<file path="src/rtl/wb_commit_pkg.sv">
// Shared widths, entry type and source-select encoding for the writeback commit stage.
package wb_commit_pkg;

  localparam int REG_ADDR_W    = 5;
  localparam int REG_DATA_W    = 32;
  localparam int WB_FIFO_DEPTH = 2;

  localparam logic [REG_ADDR_W-1:0] ZERO_REG = 5'd0;

  typedef struct packed {
    logic [REG_ADDR_W-1:0] waddr;
    logic [REG_DATA_W-1:0] wdata;
  } wb_entry_t;

  typedef enum logic [1:0] {
    SRC_NONE = 2'd0,
    SRC_PIPE = 2'd1,
    SRC_FIFO = 2'd2,
    SRC_LU   = 2'd3
  } wb_src_e;

endpackage

</file>
<file path="src/rtl/wb_hold_fifo.sv">
// Holding FIFO for displaced long-latency results: per-entry valid bits,
// kill-by-address, head skips killed slots, two pending-address match ports.
module wb_hold_fifo
  import wb_commit_pkg::*;
#(
  parameter  int DEPTH = WB_FIFO_DEPTH,
  localparam int PW    = (DEPTH > 1) ? $clog2(DEPTH) : 1,
  localparam int CW    = $clog2(DEPTH + 1)
) (
  input  logic                  clk,
  input  logic                  rst,
  input  logic                  i_push,
  input  wb_entry_t             i_push_entry,
  input  logic                  i_pop,
  input  logic                  i_kill,
  input  logic [REG_ADDR_W-1:0] i_kill_addr,
  input  logic [REG_ADDR_W-1:0] i_match_addr1,
  input  logic [REG_ADDR_W-1:0] i_match_addr2,
  output logic                  o_match1,
  output logic                  o_match2,
  output logic                  o_head_valid,
  output wb_entry_t             o_head_entry,
  output logic [CW-1:0]         o_count
);

  logic [DEPTH-1:0] r_valid;
  wb_entry_t        r_entry [DEPTH];
  logic [PW-1:0]    r_head;
  logic [PW-1:0]    r_tail;
  logic [CW-1:0]    r_count;

  logic [DEPTH-1:0] w_kill_mask;
  logic [DEPTH-1:0] w_v_kill;
  logic [DEPTH-1:0] w_v_pop;
  logic [DEPTH-1:0] w_v_next;
  logic [PW-1:0]    w_head_idx;
  logic             w_head_found;
  logic [PW-1:0]    w_scan_idx;
  logic [PW-1:0]    w_head_trim;
  logic [PW-1:0]    w_tail_trim;
  logic [PW-1:0]    w_tail_next;
  logic [CW-1:0]    w_count_next;

  always_comb begin
    w_kill_mask = '0;
    o_match1    = 1'b0;
    o_match2    = 1'b0;
    for (int i = 0; i < DEPTH; i++) begin
      w_kill_mask[i] = i_kill & r_valid[i] & (r_entry[i].waddr == i_kill_addr);
      o_match1       = o_match1 | (r_valid[i] & (r_entry[i].waddr == i_match_addr1));
      o_match2       = o_match2 | (r_valid[i] & (r_entry[i].waddr == i_match_addr2));
    end
  end

  assign w_v_kill = r_valid & ~w_kill_mask;

  // Oldest surviving entry, scanning forward from the head pointer.
  always_comb begin
    w_head_idx   = r_head;
    w_head_found = 1'b0;
    w_scan_idx   = r_head;
    for (int i = 0; i < DEPTH; i++) begin
      w_scan_idx = r_head + PW'(i);
      if (!w_head_found && w_v_kill[w_scan_idx]) begin
        w_head_idx   = w_scan_idx;
        w_head_found = 1'b1;
      end
    end
  end

  assign o_head_valid = w_head_found;
  assign o_head_entry = r_entry[w_head_idx];

  // Re-compact the occupied window after kill/pop so the tail slot is always free
  // whenever count < DEPTH.
  always_comb begin
    w_v_pop = w_v_kill;
    if (i_pop && w_head_found) begin
      w_v_pop[w_head_idx] = 1'b0;
    end
    w_head_trim = r_head;
    w_tail_trim = r_tail;
    if (w_v_pop == '0) begin
      w_head_trim = r_tail;
    end else begin
      for (int i = 0; i < DEPTH; i++) begin
        if (!w_v_pop[w_head_trim]) w_head_trim = w_head_trim + PW'(1);
        if (!w_v_pop[w_tail_trim - PW'(1)]) w_tail_trim = w_tail_trim - PW'(1);
      end
    end
    w_v_next    = w_v_pop;
    w_tail_next = w_tail_trim;
    if (i_push) begin
      w_v_next[w_tail_trim] = 1'b1;
      w_tail_next           = w_tail_trim + PW'(1);
    end
    w_count_next = '0;
    for (int i = 0; i < DEPTH; i++) begin
      w_count_next = w_count_next + CW'(w_v_next[i]);
    end
  end

  always_ff @(posedge clk) begin
    if (rst) begin
      r_valid <= '0;
      r_head  <= '0;
      r_tail  <= '0;
      r_count <= '0;
    end else begin
      r_valid <= w_v_next;
      r_head  <= w_head_trim;
      r_tail  <= w_tail_next;
      r_count <= w_count_next;
    end
  end

  always_ff @(posedge clk) begin
    if (i_push) begin
      r_entry[w_tail_trim] <= i_push_entry;
    end
  end

  assign o_count = r_count;

endmodule

</file>
<file path="src/rtl/wb_commit.sv">
// Writeback commit stage: picks pipeline, held long-latency or direct LU result
// for the registered regfile write port, and flags decode reads of pending entries.
module wb_commit
  import wb_commit_pkg::*;
#(
  parameter int DEPTH = WB_FIFO_DEPTH
) (
  input  logic                  clk,
  input  logic                  rst,
  input  logic                  mem_wen,
  input  logic [REG_ADDR_W-1:0] mem_waddr,
  input  logic [REG_DATA_W-1:0] mem_wdata,
  input  logic                  lu_valid,
  output logic                  lu_ready,
  input  logic [REG_ADDR_W-1:0] lu_waddr,
  input  logic [REG_DATA_W-1:0] lu_wdata,
  output logic                  we,
  output logic [REG_ADDR_W-1:0] waddr,
  output logic [REG_DATA_W-1:0] wdata,
  input  logic [REG_ADDR_W-1:0] raddr1,
  input  logic [REG_ADDR_W-1:0] raddr2,
  input  logic                  ren1,
  input  logic                  ren2,
  output logic                  stallreq
);

  localparam int CW = $clog2(DEPTH + 1);

  logic                  r_we;
  logic [REG_ADDR_W-1:0] r_waddr;
  logic [REG_DATA_W-1:0] r_wdata;

  logic          w_pipe;
  logic          w_lu_acc;
  logic          w_lu_live;
  wb_src_e       w_src;
  logic          w_pop;
  logic          w_push;
  logic          w_hit1;
  logic          w_hit2;
  logic          w_head_valid;
  wb_entry_t     w_head_entry;
  wb_entry_t     w_lu_entry;
  logic [CW-1:0] w_count;

  assign w_pipe    = mem_wen & (mem_waddr != ZERO_REG);
  assign w_lu_acc  = lu_valid & lu_ready;
  // Writes to r0 and results overtaken by a same-cycle pipeline write are dropped.
  assign w_lu_live = w_lu_acc & (lu_waddr != ZERO_REG) &
                     ~(w_pipe & (lu_waddr == mem_waddr));

  always_comb begin
    w_src = SRC_NONE;
    if (w_pipe)             w_src = SRC_PIPE;
    else if (w_head_valid)  w_src = SRC_FIFO;
    else if (w_lu_live)     w_src = SRC_LU;
  end

  assign w_pop      = (w_src == SRC_FIFO);
  assign w_push     = w_lu_live & (w_src != SRC_LU);
  assign w_lu_entry = '{waddr: lu_waddr, wdata: lu_wdata};

  wb_hold_fifo #(.DEPTH(DEPTH)) u_fifo (
    .clk           (clk),
    .rst           (rst),
    .i_push        (w_push),
    .i_push_entry  (w_lu_entry),
    .i_pop         (w_pop),
    .i_kill        (w_pipe),
    .i_kill_addr   (mem_waddr),
    .i_match_addr1 (raddr1),
    .i_match_addr2 (raddr2),
    .o_match1      (w_hit1),
    .o_match2      (w_hit2),
    .o_head_valid  (w_head_valid),
    .o_head_entry  (w_head_entry),
    .o_count       (w_count)
  );

  always_ff @(posedge clk) begin
    if (rst) begin
      r_we    <= 1'b0;
      r_waddr <= '0;
      r_wdata <= '0;
    end else begin
      case (w_src)
        SRC_PIPE: begin
          r_we    <= 1'b1;
          r_waddr <= mem_waddr;
          r_wdata <= mem_wdata;
        end
        SRC_FIFO: begin
          r_we    <= 1'b1;
          r_waddr <= w_head_entry.waddr;
          r_wdata <= w_head_entry.wdata;
        end
        SRC_LU: begin
          r_we    <= 1'b1;
          r_waddr <= lu_waddr;
          r_wdata <= lu_wdata;
        end
        default: r_we <= 1'b0;
      endcase
    end
  end

  assign we       = r_we;
  assign waddr    = r_waddr;
  assign wdata    = r_wdata;
  assign lu_ready = (w_count != CW'(DEPTH));
  assign stallreq = (ren1 & (raddr1 != ZERO_REG) & w_hit1) |
                    (ren2 & (raddr2 != ZERO_REG) & w_hit2);

endmodule

</file>
<file path="config.mk">
export PLATFORM = sky130hd
export DESIGN_NAME = wb_commit
export DESIGN_NICKNAME = d
export VERILOG_FILES = /design/src/rtl/wb_commit_pkg.sv /design/src/rtl/wb_hold_fifo.sv /design/src/rtl/wb_commit.sv
export SDC_FILE = /design/constraint.sdc
export NUM_CORES = 1
export LEC_CHECK = 0
export CORE_ASPECT_RATIO = 0.8
export CORE_MARGIN = 8
export CORE_UTILIZATION = 35
export DETAILED_ROUTE_END_ITERATION = 10
export PLACE_DENSITY = 0.7
export SLEW_MARGIN = 20
export SYNTH_ARGS = -nofsm -noshare
export SYNTH_HDL_FRONTEND = slang
export SYNTH_SLANG_ARGS = --single-unit
</file>
<file path="constraint.sdc">
create_clock -name clk -period 3.4 [get_ports clk]
set_clock_uncertainty 0.2 [all_clocks]
set_input_delay 0.34 -clock clk [delete_from_list [all_inputs] [get_ports clk]]
set_output_delay 0.34 -clock clk [all_outputs]
set_load 0.05 [all_outputs]
</file>
==> insert_results.sql <==
INSERT INTO impl_metrics (metric_group, metric, value, unit) VALUES
('synthesis', 'yosys_warnings', '0', ''),
('sta', 'final_period_minus_worst_setup_slack', '3.29', 'ns'),
('synthesis', 'synthFlopType', 'edfxtp_1', ''),
('sta', 'hold_viol', '0', ''),
('setup_path', 'slowest_delay', '0.83', 'ns'),
('cts', 'cts.root.buffer_cell', 'clkbuf_16', ''),
('layout', 'layout-drive-gt1-share', '0.115', ''),
('sta', 'setup_repair_after_global_routing_missed_its_margin', 'no', ''),
('sta', 'timing.slew.headroom', '0.323', ''),
('sta', 'final.hold.worst_slack', '0.245', 'ns'),
('cts', 'post_cts_setup_repair_bufs', '0', ''),
('pwr', 'vdd_ir_drop_max', '0.338', 'mV'),
('pwr', 'post-layout-total-power', '4.31', 'mW'),
('grt', 'pin_count_of_the_biggest_net_entering_global_routing', '49', ''),
('synthesis', 'ys_top_cells_by_count', '76 x nand2_1, 74 x edfxtp_1, 74 x o21ai_0', ''),
('setup_path', 'worstPathRequired', '2.86', 'ns'),
('layout', 'n_antenna_cell', '0', ''),
('setup_path', 'critPathSlowestCell', 'clkdlybuf4s50_1', ''),
('layout', 'area_growth_syn_to_layout', '40.4', '%'),
('floorplanning', 'placementRows', '40', ''),
('grt', 'grt.total_usage', '0.164', ''),
('synthesis', 'synth_largest_type_area_fraction', '0.410', ''),
('placement', 'dp_hpwl', '11.3', 'mm'),
('pwr', 'leakage_power_figure', '2.60', 'nW'),
('floorplanning', 'dieArea', '19700', 'µm²'),
('floorplanning', 'die_width', '155', 'µm'),
('routing', 'drtPass1Iterations', '5', ''),
('cts', 'holdBufCountCts', '0', ''),
('setup_path', 'critical_path.cell_chain', 'xor2_1, nor4_1, and3_1, a31oi_1, o22ai_1, clkdlybuf4s50_1', ''),
('floorplanning', 'coreArea', '15100', 'µm²'),
('setup_path', 'crit_path_end_kind', 'output pin', ''),
('floorplanning', 'initial_core_util', '0.360', ''),
('synthesis', 'ys_seq_elements', '118', ''),
('grt', 'antenna_found_initial', '0', ''),
('synthesis', 'yosysMostFrequentCell', 'nand2_1', ''),
('cts', 'worstSkewPairLatency', '0.41', 'ns'),
('sta', 'max_slew.worst_pin.slew', '1.01', 'ns'),
('synthesis', 'synth-seq-area-share', '0.573', ''),
('hold_path', 'hp-class', 'flop to flop', ''),
('placement', 'placed_cell_area', '7050', 'µm²'),
('routing', 'drcViolationCount', '0', ''),
('pwr', 'power.density', '566', 'nW/µm²'),
('grt', 'globalRoute.totalOverflow', '0', ''),
('setup_path', 'setup_crit_path_kind', 'flop to output pin', ''),
('synthesis', 'yosysTopAreaCell', 'edfxtp_1', ''),
('cts', 'numCtsBuffers', '17', ''),
('cts', 'clk_pin_slew', '0.05', 'ns'),
('run_status', 'outcome', 'finished clean', ''),
('synthesis', 'postSynthNetCount', '609', ''),
('sta', 'final-max-slew-violation-count', '0', ''),
('setup_path', 'worst_setup_path_start_kind', 'flop', ''),
('sta', 'period_share', '0.969', ''),
('synthesis', 'syn_inst', '516', ''),
('synthesis', 'synth-edff-count', '74', ''),
('routing', 'drt-initial-drc-count', '424', ''),
('routing', 'routed_wire_length_per_instance', '18.5', 'µm'),
('layout', 'nets', '741', ''),
('cts', 'ctsHtreeMaxLevel', '4', ''),
('sta', 'max_freq', '0.304', 'GHz'),
('floorplanning', 'vert_die_dim', '127', 'µm'),
('synthesis', 'syn_avg_cell_area', '10.5', 'µm²'),
('synthesis', 'synthTopCellsByArea', 'edfxtp_1 41%, dfxtp_1 16%, o21ai_0 6.8%', ''),
('floorplanning', 'number_of_ports_placed_on_the_die_boundary', '130', ''),
('routing', 'postRouteAntennaNets', '0', ''),
('synthesis', 'yosysUniqueCellTypes', '42', ''),
('cts', 'cts_tree', 'done', ''),
('cts', 'numClockSinks', '118', ''),
('placement', 'io_buffer_count', '129', ''),
('placement', 'placedCellCount', '839', ''),
('routing', 'vias_per_cell', '5.27', ''),
('grt', 'via_count_of_the_first_global_routing_pass', '4683', '');
[path summary, 6_finish.rpt]
path | start | to | slack, ns | cells past startpoint
max | u_fifo.r_entry[1][35]$_DFFE_PP_ | stallreq | 0.11 | 6
max reg2reg | u_fifo.r_entry[0][36]$_DFFE_PP_ | u_fifo.r_entry[0][5]$_DFFE_PP_ | 0.60 | 8
min reg2reg | wdata[18]$_SDFFE_PP0P_ | wdata[18]$_SDFFE_PP0P_ | 0.24 | 2
min | wdata[18]$_SDFFE_PP0P_ | wdata[18]$_SDFFE_PP0P_ | 0.24 | 2
[flip-flops by register name (all words and copies together), names as in the netlist]
signal	count
u_fifo.o_count	2
u_fifo.r_entry	74
u_fifo.r_head	1
u_fifo.r_tail	1
u_fifo.r_valid	2
waddr	5
wdata	32
we	1
[per-stage QoR]
stage,utilization,setup slack [ns]
final,0.505,0.106
after detailed placement,0.468,0.144
after CTS,0.505,0.0934
after global placement,0.467,0.220
after global routing,0.505,0.00634
after floorplan,-,0.0399
[area by class of cell]
class,count,area (µm²),share of cell area
multi-input combinational,355,2130,0.281
clock buffer,29,542,0.0713
inverter,3,11.3,0.00148
timing repair buffer,153,1530,0.202
clock inverter,3,16.3,0.00214
sequential,118,3100,0.408
tap,210,263,0.0346
[cells in the final DEF (no fill, tap or decap), types with 3 or more instances in the layout]
| cell type | count |
|---|---|
| buf_12 | 5 |
| xnor2_1 | 10 |
| clkbuf_1 | 6 |
| o211ai_1 | 44 |
| dfxtp_1 | 44 |
| buf_4 | 19 |
| a31oi_1 | 3 |
| or4_1 | 3 |
| nor4_1 | 4 |
| nor3_1 | 3 |
| clkdlybuf4s50_1 | 129 |
| clkbuf_8 | 5 |
| and3_1 | 4 |
| o21ai_1 | 22 |
| nand2_1 | 76 |
| a21oi_1 | 47 |
| o21ai_0 | 74 |
| nor2b_1 | 4 |
| clkbuf_16 | 18 |
| nand3_1 | 3 |
| edfxtp_1 | 74 |
| xor2_1 | 25 |
| a21oi_2 | 10 |
[critical path: cells and delay by family (launching register included)]
family,cells,cell delay [ns]
AO/OA/AOI/OAI,2,0.22
XOR/XNOR,1,0.21
buffers and inverters,1,0.83
flip-flops,1,0.51
AND/OR/NAND/NOR,2,0.57
[power by group]
part	internal (mW)	leakage [nW]	total, mW	switching [mW]
clock	1.07	0.277	1.67	0.603
combinational	0.354	1.27	0.893	0.539
sequential	1.67	1.05	1.74	0.0724
[metal layers]
layer  wire (µm)  GRT usage
met1        7550      0.214
met2        7230      0.255
met3        1230     0.0546
met4         102     0.0420
met5           0          0
[kinds of logic (layout without fill, tap and decap cells)]
family                     Yosys count  count (layout)  synth area share
buffers and inverters               43             188            0.0393
AOI/OAI and AO/OA                  211             211             0.234
xor gates and xnor gates            35              35            0.0566
and+or+nand+nor                    105             105            0.0882
adders and majority gates            4               4           0.00901
DFF                                118             118             0.573
Note: power is estimated with default switching activity, not from simulation.
